===== src/rtl/b20_pkg.sv =====
// Shared types and constants for the enumerator job controller.
package b20_pkg;

   localparam int KEY_W        = 20;
   localparam int CAND_PER_JOB = 2**15;

   typedef enum logic [1:0] {
      ST_IDLE = 2'd0,
      ST_LOAD = 2'd1,
      ST_RUN  = 2'd2
   } b20_state_e;

   // "bit" is a reserved word, so the target bit field is req_bit
   typedef struct packed {
      logic [3:0] idx;
      logic       req_bit;
   } b20_job_t;

endpackage


===== src/rtl/b20_job_fifo.sv =====
// Job queue: power-of-two depth, registered full/empty flags, synchronous flush.
module b20_job_fifo
   import b20_pkg::*;
#(
   parameter int DEPTH = 4
) (
   input  logic     CLK,
   input  logic     RESETn,
   input  logic     flush,
   input  logic     push,
   input  logic     pop,
   input  b20_job_t wr_data,
   output b20_job_t rd_data,
   output logic     full,
   output logic     empty
);

   localparam int PTR_W = $clog2(DEPTH);
   localparam logic [PTR_W:0] FULL_CNT = (PTR_W+1)'(DEPTH);

   b20_job_t         mem [DEPTH];
   logic [PTR_W-1:0] wr_ptr;
   logic [PTR_W-1:0] rd_ptr;
   logic [PTR_W:0]   count;
   logic [PTR_W:0]   count_nxt;
   logic             do_push;
   logic             do_pop;

   assign do_push = push & ~full;
   assign do_pop  = pop & ~empty;
   assign rd_data = mem[rd_ptr];

   always_comb begin
      count_nxt = count;
      if (do_push & ~do_pop)
         count_nxt = count + 1'b1;
      else if (do_pop & ~do_push)
         count_nxt = count - 1'b1;
   end

   always_ff @(posedge CLK or negedge RESETn) begin
      if (!RESETn) begin
         wr_ptr <= '0;
         rd_ptr <= '0;
         count  <= '0;
         full   <= 1'b0;
         empty  <= 1'b1;
      end else if (flush) begin
         wr_ptr <= '0;
         rd_ptr <= '0;
         count  <= '0;
         full   <= 1'b0;
         empty  <= 1'b1;
      end else begin
         if (do_push)
            wr_ptr <= wr_ptr + 1'b1;
         if (do_pop)
            rd_ptr <= rd_ptr + 1'b1;
         count <= count_nxt;
         full  <= (count_nxt == FULL_CNT);
         empty <= (count_nxt == '0);
      end
   end

   // Storage carries no reset; the head is only consumed when the queue is non-empty.
   always_ff @(posedge CLK) begin
      if (do_push)
         mem[wr_ptr] <= wr_data;
   end

endmodule


===== src/rtl/b20_enum_ctrl.sv =====
// Sequences queued {idx,bit} jobs through an external enumerator, streaming
// 2^CNT_W candidates per job to a valid/ready consumer.
//
//   state   | meaning
//   --------+-----------------------------------------------------------
//   ST_IDLE | no job active; leave when the queue holds a job
//   ST_LOAD | one cycle: pop head, latch idx/bit, clear enumerator/counter
//   ST_RUN  | candidate valid; advance enumerator on every handshake
module b20_enum_ctrl
   import b20_pkg::*;
#(
   parameter int JOB_DEPTH = 4,
   parameter int CNT_W     = 15
) (
   input  logic             CLK,
   input  logic             RESETn,
   input  logic             JOB_VALID,
   output logic             JOB_READY,
   input  logic [3:0]       JOB_IDX,
   input  logic             JOB_BIT,
   input  logic             ABORT,
   output logic [3:0]       ENUM_IDX,
   output logic             ENUM_BIT,
   output logic             ENUM_CLRn,
   output logic             ENUM_STB,
   input  logic [KEY_W-1:0] ENUM_KEY20,
   output logic             CAND_VALID,
   input  logic             CAND_READY,
   output logic [KEY_W-1:0] CAND_KEY20,
   output logic [3:0]       CAND_IDX,
   output logic             CAND_LAST,
   output logic             BUSY,
   output logic [15:0]      JOBS_DONE
);

   localparam logic [CNT_W-1:0] CNT_LAST = '1;

   b20_state_e       state_q;
   b20_state_e       state_d;
   logic [CNT_W-1:0] cnt_q;
   logic [15:0]      jobs_done_q;
   b20_job_t         job_q;
   b20_job_t         job_in;
   b20_job_t         fifo_head;
   logic             live_q;
   logic             fifo_full;
   logic             fifo_empty;
   logic             in_idle;
   logic             in_load;
   logic             in_run;
   logic             hs;
   logic             hs_eff;
   logic             job_done;
   logic             push;
   logic             pop;

   assign in_idle = (state_q == ST_IDLE);
   assign in_load = (state_q == ST_LOAD);
   assign in_run  = (state_q == ST_RUN);

   // ABORT wins over any handshake in the same cycle: nothing advances or completes.
   assign hs       = CAND_VALID & CAND_READY;
   assign hs_eff   = hs & ~ABORT;
   assign job_done = hs_eff & CAND_LAST;

   assign push = JOB_VALID & JOB_READY;
   assign pop  = in_load & ~ABORT;

   assign job_in.idx     = JOB_IDX;
   assign job_in.req_bit = JOB_BIT;

   // live_q holds JOB_READY and ENUM_CLRn low until the first edge after reset release.
   assign JOB_READY  = live_q & ~fifo_full & ~ABORT;
   assign ENUM_CLRn  = live_q & ~in_load;
   assign ENUM_STB   = hs_eff & ~CAND_LAST;
   assign ENUM_IDX   = job_q.idx;
   assign ENUM_BIT   = job_q.req_bit;
   assign CAND_IDX   = job_q.idx;
   assign CAND_VALID = in_run;
   assign CAND_LAST  = in_run & (cnt_q == CNT_LAST);
   assign CAND_KEY20 = ENUM_KEY20;
   assign BUSY       = ~in_idle | ~fifo_empty;
   assign JOBS_DONE  = jobs_done_q;

   b20_job_fifo #(
      .DEPTH (JOB_DEPTH)
   ) u_job_fifo (
      .CLK     (CLK),
      .RESETn  (RESETn),
      .flush   (ABORT),
      .push    (push),
      .pop     (pop),
      .wr_data (job_in),
      .rd_data (fifo_head),
      .full    (fifo_full),
      .empty   (fifo_empty)
   );

   always_comb begin
      state_d = state_q;
      if (ABORT) begin
         state_d = ST_IDLE;
      end else begin
         unique case (state_q)
            ST_IDLE: if (!fifo_empty) state_d = ST_LOAD;
            ST_LOAD: state_d = ST_RUN;
            ST_RUN:  if (job_done) state_d = fifo_empty ? ST_IDLE : ST_LOAD;
            default: state_d = ST_IDLE;
         endcase
      end
   end

   always_ff @(posedge CLK or negedge RESETn) begin
      if (!RESETn) begin
         state_q     <= ST_IDLE;
         cnt_q       <= '0;
         jobs_done_q <= '0;
         job_q       <= '0;
         live_q      <= 1'b0;
      end else begin
         live_q  <= 1'b1;
         state_q <= state_d;
         if (pop) begin
            job_q <= fifo_head;
            cnt_q <= '0;
         end else if (hs_eff) begin
            cnt_q <= cnt_q + 1'b1;
         end
         if (job_done)
            jobs_done_q <= jobs_done_q + 16'd1;
      end
   end

endmodule


===== config.mk =====
export PLATFORM = sky130hd
export DESIGN_NAME = b20_enum_ctrl
export DESIGN_NICKNAME = d
export VERILOG_FILES = /design/src/rtl/b20_pkg.sv /design/src/rtl/b20_job_fifo.sv /design/src/rtl/b20_enum_ctrl.sv
export SDC_FILE = /design/constraint.sdc
export NUM_CORES = 1
export LEC_CHECK = 0
export CAP_MARGIN = 30
export CELL_PAD_IN_SITES_DETAIL_PLACEMENT = 0
export CELL_PAD_IN_SITES_GLOBAL_PLACEMENT = 1
export CORE_MARGIN = 5
export CORE_UTILIZATION = 35
export CTS_CLUSTER_SIZE = 8
export DETAILED_ROUTE_END_ITERATION = 8
export GPL_TIMING_DRIVEN = 0
export PLACE_DENSITY = 0.83
export SLEW_MARGIN = 20
export SYNTH_ARGS = -nofsm -noshare
export SYNTH_HDL_FRONTEND = slang
export SYNTH_SLANG_ARGS = --single-unit

===== constraint.sdc =====
create_clock -name CLK -period 1.7 [get_ports CLK]
set_input_delay 0.51 -clock CLK [delete_from_list [all_inputs] [get_ports CLK]]
set_output_delay 0.51 -clock CLK [all_outputs]
set_load 0.005 [all_outputs]

==> results of run 1 <==
-- state kept, by name, indices dropped and copies added, names as in the netlist --
| name | flops |
|---|---|
| u_job_fifo.mem | 20 |
| JOBS_DONE | 16 |
| cnt_q | 15 |
| CAND_IDX | 4 |
| u_job_fifo.count | 3 |
| state_q | 2 |
| u_job_fifo.rd_ptr | 2 |
| u_job_fifo.wr_ptr | 2 |
| ENUM_BIT | 1 |
| live_q | 1 |
| u_job_fifo.empty | 1 |
| u_job_fifo.full | 1 |
-- worst paths after layout --
check	end	cells after the start	from
worst max register to register	u_job_fifo.full	8	state_q[1]
min in group CLK	JOBS_DONE[15]	2	JOBS_DONE[15]
worst min-delay path	JOBS_DONE[15]	1	RESETn
max in group asynchronous	u_job_fifo.empty	2	RESETn
worst min register to register	JOBS_DONE[15]	2	JOBS_DONE[15]
worst max-delay path	CAND_LAST	6	state_q[0]
-- report_power, final --
group | total (mW) | leakage (nW) | switching [mW] | internal [mW]
combinational | 0.965 | 1.23 | 0.355 | 0.610
sequential | 1.93 | 0.825 | 0.115 | 1.81
clock | 1.36 | 0.0973 | 0.662 | 0.697
-- critical path: cells and delay by family (launching register included) --
kind,cells,cell delay [ns]
flops,1,0.39
buf+inv,3,0.37
simple gates,3,0.69
-- layout make-up --
class | instances | area (um^2) | share of cell area
Clock inverter | 7 | 80.08 | 0.01606
Multi-Input combinational cell | 177 | 1560 | 0.3128
Sequential cell | 68 | 1808 | 0.3625
Clock buffer | 9 | 123.9 | 0.02484
Buffer | 34 | 294.0 | 0.05896
Inverter | 8 | 30.03 | 0.006021
Timing Repair Buffer | 104 | 924.6 | 0.1854
Tap cell | 133 | 166.4 | 0.03337
-- kinds of logic (layout without fill, tap and decap cells) --
kind of cell	after synthesis	count (layout)	share of synthesized area
other cells	1	1	0.001093
xor+xnor	29	29	0.07401
flops	68	68	0.5253
fa+ha+maj	8	8	0.02917
mux	15	15	0.06453
compound gates	19	19	0.03828
simple gates	105	105	0.1892
buf+inv	44	162	0.07838
-- repair_timing --
action | 4_1_cts | 5_1_grt
buffers inserted | 34 | 12
endpoints found under the setup margin | 90 | 57
pin swaps | 12 | 18
resized for setup | 85 | 37
hold endpoints to repair | 0 | 0
gates cloned | 0 | 0
hold buffers | 0 | 0
-- through the flow --
step | hold WS [ns] | TNS (ns) | util | power, mW
2_1_floorplan | 0.2144 | -0.3031 | - | 2.352
3_3_place_gp | 0.4619 | -88.79 | 0.4364 | 2.761
3_5_place_dp | 0.4767 | -27.76 | 0.4380 | 2.795
4_1_cts | 0.1705 | -3.934 | 0.4932 | 4.173
5_1_grt | 0.1942 | -9.204 | 0.5150 | 4.476
6_report | 0.1592 | -6.688 | 0.5150 | 4.251
-- synthesized netlist by cell type, types with 4 or more instances --
cell      number  area share
mux2_2         7       0.023
buf_2          5      0.0073
ha_1           8       0.029
xnor2_1       26       0.066
nor4_1         5      0.0091
clkbuf_1       5      0.0055
buf_4         24       0.052
edfxtp_1      20        0.17
nand4_1       14       0.026
and2_1         5      0.0091
nor3_1         6      0.0087
nor2_1        21       0.023
nand3_1       11       0.016
dfrtp_1       47        0.34
a21oi_1        6      0.0087
mux4_2         5       0.033
inv_1          8      0.0087
nand2_1       15       0.016
o21ai_0        4      0.0058
-- routing by layer --
layer | global-route usage | routed length, um
met5 | 0 | 0
met2 | 0.2329 | 4095
met1 | 0.1508 | 3148
met4 | 0.03517 | 85
met3 | 0.03256 | 382
==> results, run 1 <==
- The max-cap violation count is 0.
- The die covers 0.01189 mm^2.
- After the last flow step, the layout net total stands at 440.
- The post-synthesis cell area is around 0.0034 mm^2.
- The clock insertion delay at the later pin of the skew report is between 0.3 and 0.4 ns.
- Setup repair after global routing could not meet its margin everywhere.
- The largest single stage delay on the critical path is 0.39 ns.
- The power density over the cells is about 850 mW/mm^2.
- The post-route clock period utilization is 1.347.
- The via total after detailed routing is 2580.
- In this run, synthesis produced a sequential element count of slightly below 70.
- The filler cells instantiated in the layout total roughly 840.
- The run finished, with violations left.
- The arrival time of the worst setup path is 1.78 ns.
- The sink count of the clock tree is just under 70.
- For this run, the number of Yosys warnings is 0.
- The largest driver fanout on the critical path is 2.
- The weighted congestion reported at the end of routability-driven placement is approximately 0.77.
- The number of unique standard cell types used by synthesis is between 50 and 60.
- The hold violation count in the final report is 0.
- The via density per instance is 4.778.
- The count of H-tree levels built during CTS is 3.
- The die is roughly 110 um wide.
- The via count of the first global-routing pass is ~2.6k.
- The worst setup path is captured at an output port.
- For the pin with the worst max-slew slack, the measured transition is 0.5922 ns.
- The number of port buffers is 59.
- In this run the count of I/O pins placed on the die edge is 81.
- The final setup violation count is 35.
- After clock tree synthesis, the clock-pin slew on the worst setup and hold paths is ~0.08 ns.
- TritonCTS built the clock tree.
- The net count of the mapped netlist is 327.
- The internal reg-to-reg setup slack is -0.31 ns.
- The critical setup path kind is register to output port.
- Headroom to the max-slew limit came out at 0.6052.
- The synthesis-to-layout area growth is 45.32%.
- VDD sags by at most between 400 and 500 uV.
- The post-synthesis sequential area ratio is 0.5253.
- Walking the worst path, the cells encountered are clkbuf_8 -> and2b_2 -> nand4_1 -> nor4_2 -> buf_4 -> buf_6.
- Subtracting the final worst setup slack from the clock period gives between 2 and 2.5 ns.
- The slowest stage of the critical path belongs to the cell dfrtp_1.
- The design area is ~0.005 mm^2.
- Across all setup checks in the final design, the least slack found is -0.5893 ns.
- The library cell used most frequently in the layout, excluding fill and tap cells, is buf_4.
- The die is roughly 110 um tall.
- The detailed-routing iteration count for the pre-antenna-repair pass is 4.
- After floorplanning, the core was divided into 36 placement rows.
- The worst-case clock buffer depth is 2.
- The final reports fail on setup timing.
- Wires add up to between 7000 and 8000 um.
- For this run, the total global-route usage over all layers was measured as 0.1288.
- Averaged over all synthesized cells, the footprint is 11.88 um^2.
- In this run the static leakage power is around 2.2 nW.
- Including well taps, the total number of placed cells is about 480.
- The worst setup path is launched from a register.
- Leaving out fill and tap cells, the most frequent cells in the layout are buf_4, dfrtp_1, xnor2_1, clkdlybuf4s50_1, dlygate4sd2_1.
- The placed instances occupy a cell area of 0.004242 mm^2.
- The worst setup skew after layout is 0.01080 ns.
- The global route total overflow is 0.
- The initial standard-cell utilization of the core is 0.3544.
- The share of synthesized flip-flops with an asynchronous set or reset is 0.7059.
- Entering global routing, the biggest net connects 26 pins.
- In the routed design, unresolved DRC markers number 0.
- The required time of the critical path is 1.19 ns.
- The count of cells in the finished layout, fillers not included, comes to 540.
- For this block, the initial DRC count from the detailed router was 60.
- In this run the remaining antenna-violating nets after routing total 0.
- Synthesis handed over a netlist of slightly below 300 instances.
- After detailed routing, the average wire length per cell comes to 14.28 um.
- Detailed placement ended at an HPWL of ~5100 um.
- The number of CTS-inserted buffers is 9.
- The most common flop cell mapped by yosys is dfrtp_1.
- In this run the clock root is driven by a clkbuf_8.
- The first global-routing pass estimated around 12000 um of wire.
- Before CTS, the worst setup slack after placement is -0.9451 ns.
- The number of antenna violations at the first check in global routing is 0.
- The tightest min-delay check is of the input pin to async pin type.
- The layout cell share with drive strength beyond 1 is 0.3931.
- Derived from the worst setup path, the maximum achievable clock frequency is approximately 440 MHz.
- The area inside the core boundary is slightly below 0.01 mm^2.
- The number of pins with negative max-slew slack in the final report is 0.
- The repair_antennas step left the layout with diodes totalling 0.
- Counting flops with a built-in enable in the synthesized netlist gives 20.
Note: power is estimated with default switching activity, not from simulation.
==> inputs of run 2 (changes only) <==
Settings changed: SKIP_CTS_REPAIR_TIMING set to 1, TNS_END_PERCENT set to 10.
==> run 2 against run 1 <==
Effect of this change:
- the run still ends with setup timing left
- final cell count shrank 5.6%
- maximum frequency grew 0.24%
- via count shrank 5.6%
- combinational power shrank 11%
- sequential cell count is the same
- largest power group unchanged
==> results, run 2 (same netlist as run 1, synthesis figures left out) <==
- Outcome: complete, but fails checks (unchanged).
- Violated checks: setup timing (unchanged).
- The least setup slack across all paths after layout was -0.5838 ns (was -0.5893 ns).
- The global route total overflow is 0 (unchanged).
- The worst vdd rail ir drop is 437.9 uV (was 404.5 uV).
- The number of pins with negative max-slew slack in the final report is 0 (unchanged).
- The total routing usage reported by global routing was 0.1203 (was 0.1288).
- The proportion of power drawn by the clock network is 0.306 (was 0.320).
- The violation count after the first detailed-routing iteration is 71 (was 60).
- The net switching component of the power is 1.107 mW (was 1.132 mW).
- The sort of element at the end of the critical path is an output port (unchanged).
- The critical setup path kind is register to output port (unchanged).
- The count of H-tree levels built during CTS was 3 (unchanged).
- The row count was 36 (unchanged).
- The clock transition at the registers of the reported paths came to 0.08 ns (about the same).
- The static leakage power is 2.246 nW (was 2.155 nW).
- The path type of the worst min-delay path is input pin to async pin (unchanged).
- The number of CTS-inserted buffers is 9 (unchanged).
- The sequential cell area in the final layout was 0.001810 mm^2 (was 0.001808 mm^2).
- The area of the die is 0.01189 mm^2 (unchanged).
- The power density over the cells came to 857.3 mW/mm^2 (was 852.3 mW/mm^2).
- The number of flip-flops in the largest register is 20 (unchanged).
- The sink count of the clock tree is 68 (unchanged).
- The worst-case setup slack after placement was -1.008 ns (was -0.9451 ns).
- The number of port buffers is 59 (unchanged).
- The minimum period implied by the final worst setup slack was 2.284 ns (was 2.289 ns).
- The post-route clock period utilization is 1.343 (was 1.347).
- The largest driver fanout on the critical path is 4 (was 2).
- The wire length of the first global-routing pass is 10930 um (was 12050 um).
- The number of diodes is 0 (unchanged).
- The count of antenna-violating nets left after detailed routing came to 0 (unchanged).
- The clock insertion delay at the later pin of the skew report was 0.34 ns (about the same).
- The number of DRC violations after detailed routing is 0 (unchanged).
- The most frequent standard cell in the layout excluding fill and tap cells is dfrtp_1 (was buf_4).
- The critical path launch point type is a register (unchanged).
- The number of top-level design ports is 81 (unchanged).
- Setup repair after global routing missed its margin: true (unchanged).
- The switching share of total power is 0.2760 (was 0.2662).
- The placed cell count is 482 (unchanged).
- The final routed wirelength across all metal layers is 7199 um (was 7711 um).
- The arrival time of the worst setup path is 1.77 ns (was 1.78 ns).
- The largest register by flop count is u_job_fifo.mem (unchanged).
- The worst setup skew after layout is 0.01014 ns (was 0.01080 ns).
- The layout cell share with drive strength beyond 1 is 0.3210 (was 0.3931).
- The wire length per cell after detailed routing is 14.12 um (was 14.28 um).
- Highest-count cells in the layout ignoring fill and taps: dfrtp_1, buf_4, xnor2_1, clkdlybuf4s50_1, dlymetal6s2s_1 (was buf_4, dfrtp_1, xnor2_1, clkdlybuf4s50_1, dlygate4sd2_1).
- The largest stage delay on the critical path was 0.40 ns (was 0.39 ns).
- The total of fill cells in the finished design is 855 (was 835).
- The cell internal power dissipation is 2.904 mW (was 3.119 mW).
- The final net count was 410 (was 440).
- The master of the slowest instance on the critical path is dfrtp_1 (unchanged).
- The number of antenna violations at the first check in global routing is 0 (unchanged).
- The weighted congestion reported at the end of routability-driven placement was 0.7619 (was 0.7657).
- The final setup violation count is 15 (was 35).
- The slew at the pin with the worst max-slew slack is 0.5321 ns (was 0.5922 ns).
- The hold violation count in the final report was 0 (unchanged).
- The placed wire-length estimate was 5097 um (was 5134 um).
- The tightest slew margin relative to the limit was 0.6453 (was 0.6052).
- The max-cap violation count was 0 (unchanged).
- The TritonCTS clock tree is yes (unchanged).
- The worst-case clock buffer depth is 2 (unchanged).
- The register share of total power came to 0.481 (was 0.453).
- Critical path cell sequence: buf_6 -> and2b_2 -> nand4_1 -> nor4_2 -> nor2_1 -> buf_2 (was clkbuf_8 -> and2b_2 -> nand4_1 -> nor4_2 -> buf_4 -> buf_6).
- The combined area of the multi-input logic cells is 0.001456 mm^2 (was 0.001560 mm^2).
- The initial standard-cell utilization of the core is 0.3544 (unchanged).
- The synthesis-to-layout area growth is 36.31% (was 45.32%).
- The detailed-routing iteration count for the pre-antenna-repair pass is 4 (unchanged).
- The area inside the core boundary came to 0.009684 mm^2 (unchanged).
- The required time of the critical path came to 1.19 ns (about the same).
- The final standard cell count with taps included and fillers excluded is 510 (was 540).
- The die boundary height came to 109.0 um (unchanged).
- The power share of the combinational group was 0.214 (was 0.227).
- The via density per instance is 4.775 (was 4.778).
- The width of the die is 109.0 um (unchanged).
- The via total after detailed routing is 2435 (was 2580).
- The via count of the first global-routing pass was 2236 (was 2585).
- The fmax is 437.9 MHz (was 436.8 MHz).
- The final core utilization came to 0.4831 (was 0.5150).
- The pin count of the biggest net entering global routing is 31 (was 26).
- The root buffer cell is clkbuf_8 (unchanged).
## run 2: path summary, 6_finish.rpt
kind                                       to           from  cells past startpoint  slack, ns
max in group asynchronous            cnt_q[7]         RESETn                      2       1.06
worst min-delay path            JOBS_DONE[13]         RESETn                      1       0.10
min in group CLK                JOBS_DONE[15]  JOBS_DONE[15]                      1       0.47
worst min register to register  JOBS_DONE[15]  JOBS_DONE[15]                      1       0.47
worst max-delay path                 ENUM_STB     state_q[0]                      6      -0.58
worst max register to register      cnt_q[14]       cnt_q[0]                      5      -0.19
## run 2: routing by layer
layer	global-route usage	share of wire	vias to the layer above
met5	0	0	-
met4	0.05140	0.015	0
li1	-	-	1171
met3	0.02546	0.054	10
met2	0.1899	0.50	69
met1	0.1599	0.43	1185
## run 2: power groups by stage
| stage | logic [mW] | clock network, mW | registers, mW |
|---|---|---|---|
| 3_3_place_gp | 0.808 | 0 | 1.96 |
| 6_report | 0.856 | 1.23 | 1.93 |
| 2_1_floorplan | 0.410 | 0 | 1.94 |
| 3_5_place_dp | 0.834 | 0 | 1.96 |
| 4_1_cts | 0.835 | 1.25 | 1.93 |
| 5_1_grt | 0.942 | 1.33 | 1.95 |
## run 2: through the flow
stage	cell area [um^2]	power (mW)	hold slack [ns]	setup TNS, ns
floorplan	3455	2.348	0.2144	-3.023
global placement	4212	2.765	0.4591	-97.13
detailed placement	4227	2.796	0.4668	-34.90
CTS	4408	4.018	0.1058	-21.12
global route	4678	4.217	0.1420	-4.968
finish	4678	4.010	0.1013	-2.383
## run 2: cell type report
class	count	share of cell area
well taps	133	0.03557
clock buffers	9	0.02648
flip-flops and latches	68	0.3870
inverters	8	0.006419
clock inverters	7	0.01230
repair buffers	72	0.1605
plain buffers	36	0.06044
multi-input cells	177	0.3113
## run 2: worst max-delay path: cells and delay by family, from the launching register on
| kind | cells | cell delay, ns |
|---|---|---|
| buffers and inverters | 2 | 0.26 |
| DFF | 1 | 0.40 |
| and+or+nand+nor | 4 | 0.78 |
==> inputs of run 3 (changes only) <==
Settings changed: CORE_UTILIZATION 35 to 42, PLACE_DENSITY 0.83 to 0.93, SYNTH_HIERARCHICAL set to 1.
Clock period 1.7 ns to 2.7 ns, I/O delays scaled along.
==> run 3 against run 2 <==
Effect of this change:
- the flow still finishes with violations (setup timing)
- final cell count shrank 2.4%
- critical path type unchanged
- combinational power shrank 43%
- sequential share of layout area grew 0.34 points
- via count grew 2.1%
- sequential power shrank 38%
- critical endpoint is now CAND_LAST
- non-clock buffer count grew 2
- sequential cell count is the same
- hold slack gained 0.34 ns
- clock skew shrank 0.0016 ns
- utilization grew 8.3 points
- highest routed layer unchanged
- clock power shrank 31%
==> results, run 3 <==
- Outcome: complete, but fails checks (unchanged).
- Violated checks: setup timing (unchanged).
- The weighted congestion reported at the end of routability-driven placement came to 0.7287 (was 0.7619).
- The average footprint of a synthesized cell is 11.58 um^2 (was 11.88 um^2).
- The number of synthesized register bits is 68 (unchanged).
- The cell family with the largest share of critical-path delay is simple AND/OR/NAND/NOR gates (unchanged).
- The largest stage delay on the critical path is 0.56 ns (was 0.40 ns).
- The cell area after placement is 0.004250 mm^2 (was 0.004227 mm^2).
- The hold violation count in the final report is 0 (unchanged).
- The final routed wirelength across all metal layers is 7043 um (was 7199 um).
- The final setup violation count is 2 (was 15).
- The total of fill cells in the finished design was 688 (was 855).
- The master of the slowest instance on the critical path was or4_4 (was dfrtp_1).
- The design area is 0.004631 mm^2 (was 0.004678 mm^2).
- The internal reg-to-reg setup slack is 0.18 ns (was -0.19 ns).
- The clock insertion delay at the later pin of the skew report is 0.34 ns (about the same).
- The number of antenna violations at the first check in global routing is 0 (unchanged).
- The accumulated negative setup slack is -0.4625 ns (was -2.383 ns).
- The placed wire-length estimate is 5106 um (was 5097 um).
- The worst reg2reg path startpoint is state_q[1] (was cnt_q[0]).
- Setup repair after global routing missed its margin: true (unchanged).
- The depth of the worst register-to-register path is 10 (was 5).
- The via total after detailed routing was 2486 (was 2435).
- The worst setup skew after layout is 0.008568 ns (was 0.01014 ns).
- The via count of the first global-routing pass is 2428 (was 2236).
- The wire length per cell after detailed routing came to 14.14 um (was 14.12 um).
- The number of unique standard cell types used by synthesis is 53 (was 56).
- The cell count along the critical path is 6 (unchanged).
- The count of H-tree levels built during CTS came to 3 (unchanged).
- The wire length of the first global-routing pass is 11360 um (was 10930 um).
- The least setup slack across all paths after layout was -0.2708 ns (was -0.5838 ns).
- The slew at the pin with the worst max-slew slack is 0.5251 ns (was 0.5321 ns).
- The most frequent standard cell in the layout excluding fill and tap cells is clkdlybuf4s50_1 (was dfrtp_1).
- Most frequent cells after synthesis: dfrtp_1, buf_4, nor2_1 (was dfrtp_1, xnor2_1, buf_4).
- The number of flip-flops in the largest register is 20 (unchanged).
- The global route total overflow came to 0 (unchanged).
- The arrival time of the worst setup path is 2.16 ns (was 1.77 ns).
- The termination of the worst setup path is CAND_LAST (was ENUM_STB).
- The worst-case clock buffer depth is 2 (unchanged).
- The area of the die is 0.01025 mm^2 (was 0.01189 mm^2).
- The die boundary height was 101.3 um (was 109.0 um).
- The critical path launch point type is a register (unchanged).
- The worst vdd rail ir drop is 484.7 uV (was 437.9 uV).
- The tightest slew margin relative to the limit is 0.6499 (was 0.6453).
- After layout, the minimum clock period comes to 2.971 ns.
- The cell internal power dissipation is 1.890 mW (was 2.904 mW).
- The initial standard-cell utilization of the core came to 0.4279 (was 0.3544).
- The final net count is 426 (was 410).
- The required time of the critical path came to 1.89 ns (was 1.19 ns).
- The number of DRC violations after detailed routing is 0 (unchanged).
- The most common flop cell mapped by yosys is dfrtp_1 (unchanged).
- The count of antenna-violating nets left after detailed routing is 0 (unchanged).
- The clock transition at the registers of the reported paths was 0.08 ns (about the same).
- The sink count of the clock tree is 68 (unchanged).
- The final standard cell count with taps included and fillers excluded is 498 (was 510).
- The number of cells produced by synthesis is 302 (was 289).
- The path type of the worst min-delay path was input pin to async pin (unchanged).
- The area inside the core boundary is 0.008175 mm^2 (was 0.009684 mm^2).
- The width of the die is 101.3 um (was 109.0 um).
- The critical setup path kind is register to output port (unchanged).
- The number of warnings printed during yosys synthesis is 6 (was 0).
- The post-route clock period utilization is 1.100.
- The largest driver fanout on the critical path came to 4 (unchanged).
- The combined area of the multi-input logic cells was 0.001450 mm^2 (was 0.001456 mm^2).
- The number of pins with negative max-slew slack in the final report is 0 (unchanged).
- The root buffer cell is clkbuf_8 (unchanged).
- The endpoint of the worst-slack reg-to-reg timing path is u_job_fifo/full (was cnt_q[14]).
- Timing would allow up to roughly 340 MHz.
- The via density per instance came to 4.992 (was 4.775).
- The overall power of the completed layout came to 2.543 mW (was 4.010 mW).
- The post-synthesis sequential area ratio is 0.5154 (was 0.5253).
- The net count of the mapped netlist came to 340 (was 327).
- The largest register by flop count is u_job_fifo/mem (was u_job_fifo.mem).
- The timing startpoint of the critical path was cnt_q[9] (was state_q[0]).
- The power density over the cells is 549.1 mW/mm^2 (was 857.3 mW/mm^2).
- The register share of total power is 0.473 (was 0.481).
- The number of diodes is 0 (unchanged).
- The count of flip-flops with a built-in enable after synthesis is 20 (unchanged).
- The static leakage power is 1.886 nW (was 2.246 nW).
- The switching share of total power is 0.2568 (was 0.2760).
- The proportion of power drawn by the clock network is 0.336 (was 0.306).
- Highest-count cells in the layout ignoring fill and taps: clkdlybuf4s50_1, dfrtp_1, buf_4, xnor2_1, nor2_1 (was dfrtp_1, buf_4, xnor2_1, clkdlybuf4s50_1, dlymetal6s2s_1).
- The worst path buffer plus inverter count was 3 (was 2).
- The TritonCTS clock tree was yes (unchanged).
- The net switching component of the power is 653.0 uW (was 1.107 mW).
- The row count is 33 (was 36).
- The violation count after the first detailed-routing iteration is 64 (was 71).
- The cell taking the most area after synthesis was dfrtp_1 (unchanged).
- The top-area cell type share of the netlist area is 0.3362 (was 0.3427).
- The most frequently used cell type in the post-synthesis netlist was dfrtp_1 (unchanged).
- The sort of element at the end of the critical path was an output port (unchanged).
- The total routing usage reported by global routing came to 0.1383 (was 0.1203).
- The detailed-routing iteration count for the pre-antenna-repair pass is 4 (unchanged).
- The sequential cell area in the final layout is 0.001808 mm^2 (was 0.001810 mm^2).
- Ranking of synthesized cells by area: dfrtp_1, edfxtp_1, xnor2_1 (unchanged).
- The placed cell count is 469 (was 482).
- The number of CTS-inserted buffers came to 9 (unchanged).
- The final hold slack was 0.4377 ns (was 0.1013 ns).
- The max-cap violation count is 0 (unchanged).
- The number of port buffers came to 60 (was 59).
- The layout cell share with drive strength beyond 1 is 0.2748 (was 0.3210).
- The number of top-level design ports is 81 (unchanged).
- The share of synthesized flip-flops with an asynchronous set or reset is 0.7059 (unchanged).
- Critical path cell sequence: nand4_4 -> or4_4 -> buf_8 -> nor4_4 -> buf_4 -> buf_6 (was buf_6 -> and2b_2 -> nand4_1 -> nor4_2 -> nor2_1 -> buf_2).
- The power share of the combinational group was 0.191 (was 0.214).
- The post-synthesis cell area is 0.003498 mm^2 (was 0.003432 mm^2).
- The synthesis-to-layout area growth came to 32.37% (was 36.31%).
- The pin count of the biggest net entering global routing was 28 (was 31).
run 3: cell count changes after synthesis, moves of 3 or more:
cell | before | now
buf_2 | 5 | 1
inv_1 | 8 | 15
a21oi_1 | 6 | 9
xor2_1 | 3 | 9
mux2i_1 | 3 | 0
xnor2_1 | 26 | 22
and2_2 | 0 | 4
buf_6 | 1 | 4
nand4_1 | 14 | 7
nor4_1 | 5 | 8
nand3_1 | 11 | 14
and2_1 | 5 | 2
nor3_1 | 6 | 13
run 3: final cells by class:
cell class / instances / share of cell area
timing repair buffer: 75 / 0.1548
clock buffer: 9 / 0.02675
inverter: 15 / 0.01216
buffer: 35 / 0.05674
clock inverter: 7 / 0.01756
tap: 105 / 0.02837
multi-input combinational: 184 / 0.3132
sequential: 68 / 0.3904
run 3: kinds of logic (layout without fill, tap and decap cells):
family	after synthesis	in the layout	synth area share
AOI/OAI and AO/OA	17	17	0.04006
buffers and inverters	50	141	0.08834
adders and majority gates	9	9	0.03183
DFF	68	68	0.5154
muxes	11	11	0.05150
xor gates and xnor gates	32	32	0.08226
and+or+nand+nor	114	114	0.1896
other	1	1	0.001072
run 3: layer usage:
metal,wire length [um],GRT usage,share of wire
met2,3685,0.2430,0.52
met5,0,0,0
met4,47,0.03067,0.0067
met3,372,0.04408,0.053
met1,2938,0.1659,0.42
run 3: how the worst min path moves through the flow:
stage                  start             to
2_1_floorplan  JOBS_DONE[15]  JOBS_DONE[15]
3_3_place_gp   JOBS_DONE[15]  JOBS_DONE[15]
3_5_place_dp   JOBS_DONE[15]  JOBS_DONE[15]
4_1_cts               RESETn   JOBS_DONE[2]
5_1_grt               RESETn   JOBS_DONE[9]
6_report              RESETn   JOBS_DONE[2]
run 3: power groups by stage:
stage	Combinational, mW	Clock [mW]	Sequential (mW)
after floorplan	0.231	0	1.21
after global placement	0.475	0	1.22
after detailed placement	0.488	0	1.22
after CTS	0.491	0.881	1.20
after global routing	0.530	0.930	1.22
final	0.486	0.854	1.20
run 3: through the flow:
stage / util / worst slack, ns
floorplan: - / 0.1699
CTS: 0.5450 / -0.9250
global placement: 0.5174 / -0.9427
detailed placement: 0.5199 / -0.9813
finish: 0.5664 / -0.2708
global route: 0.5664 / -0.3390
==> variant, RTL diff (config.mk and constraints of run 2) <==
The package constant `KEY_W` goes from 20 to 40.
--- a/src/rtl/b20_pkg.sv
+++ b/src/rtl/b20_pkg.sv
@@ -1,7 +1,7 @@
 // Shared types and constants for the enumerator job controller.
 package b20_pkg;
 
-   localparam int KEY_W        = 20;
+   localparam int KEY_W        = 40;
    localparam int CAND_PER_JOB = 2**15;
 
    typedef enum logic [1:0] {
Ports: changed (resized CAND_KEY20 and ENUM_KEY20); port bits go from 81 to 121. No check against the original RTL was run, so the function may have changed too.
==> variant against run 2 <==
The flow still finishes with violations (setup timing). Setup slack better by 0.12 ns. Cell area up 11%. Count of clock-buffer cells in the layout is the same. Global-route usage up 0.82 points. Via count rose by 11%. Routed wire length increased by 13%. Combinational power rose by 17%. Sequential cell count unchanged. Area after synthesis is 4.4% higher. Utilization increased by 2.9 points. Power rose by 12%. Maximum frequency grew 5.4%. Clock skew fell by 0.0018 ns. Critical endpoint unchanged. Largest cell class unchanged.
==> variant: results (changes against run 2) <==
Setup TNS: -2.61 ns (-0.228 ns)
Sequential share of the synthesized area: 50.3% (-2.2 points)
Final worst slack: -0.468 ns (+0.116 ns)
Gate Count Post-Synth: 309 (+6.9%)
Pleak: 0.00254 uW (+13%)
Final Core Density: 51.2% (+2.9 points)
# fillers: 862 (+0.82%)
Dpl hpwl: 5.82 mm (+14%)
Comb pwr: 1000 uW (+17%)
Post-Syn Nets: 367 (+12%)
First-pass GRT wire length: 13.1 mm (+19%)
Clock Skews: 0.00834 ns (-0.00180 ns)
Failing checks: setup timing
Placer Congestion: 0.774 (+1.6%)
Final setup violation count: 15 (unchanged)
Placed cell area: 4580 um^2 (+8.4%)
Clk pwr: 1560 uW (+27%)
Largest net degree at the start of global routing: 27 (-13%)
1st-iter DRT viols: 79 (+11%)
Share of cells above drive strength 1: 36.1% (+4.0 points)
Vias in the first global route: 2630 (+18%)
CP max FO: 3 (-1)
Max IR drop VDD: 394 uV (-10%)
Fin cells: 563 (+10%)
Global Route Usage Sum: 12.8% (+0.82 points)
Routed wire length: 8.15 mm (+13%)
Outcome: complete, but fails checks
Share of the synthesized area in the top cell type: 32.8% (-1.4 points)
variant: cell type report:
cell class / instances / area share (%)
plain buffers: 56 / 8.70
clock buffers: 9 / 2.39
clock inverters: 7 / 2.05
inverters: 8 / 0.578
multi-input cells: 177 / 28.5
flip-flops and latches: 68 / 34.9
well taps: 136 / 3.28
repair buffers: 102 / 19.6
variant: kinds of logic (layout without fill, tap and decap cells):
logic type	Yosys count	count (layout)	synth area share, %
AOI/OAI and AO/OA	19	19	3.67
xor gates and xnor gates	29	29	7.09
adders and majority gates	8	8	2.79
buffers and inverters	64	182	11.7
DFF	68	68	50.3
muxes	15	15	6.18
other	1	1	0.105
and+or+nand+nor	105	105	18.1
variant: path summary, 6_finish.rpt:
kind                                           start                    endpoint  depth (start not counted)
max                           state_q[0]$_DFFE_PN0P_                    ENUM_STB                          6
min                                           RESETn    JOBS_DONE[9]$_DFFE_PN0P_                          1
max reg2reg                   state_q[1]$_DFFE_PN0P_   u_job_fifo.full$_DFF_PN0_                          7
min reg2reg                JOBS_DONE[15]$_DFFE_PN0P_   JOBS_DONE[15]$_DFFE_PN0P_                          1
max in group asynchronous                     RESETn  u_job_fifo.empty$_DFF_PN1_                          2
min in group CLK           JOBS_DONE[15]$_DFFE_PN0P_   JOBS_DONE[15]$_DFFE_PN0P_                          1
variant: routing by layer:
layer	global-route usage [%]	vias to the layer above	part of all wire [%]
li1	-	1276	-
met1	15.2	1325	40
met2	21.9	79	53
met3	3.82	12	6.3
met4	4.95	0	1.2
met5	0	-	0
variant: critical path, cell delays in order (launching register included):
cell,delay (ns)
dfrtp_1,0.40
buf_6,0.12
and2b_2,0.21
nand4_1,0.19
nor4_4,0.21
nor2_1,0.06
clkbuf_2,0.11
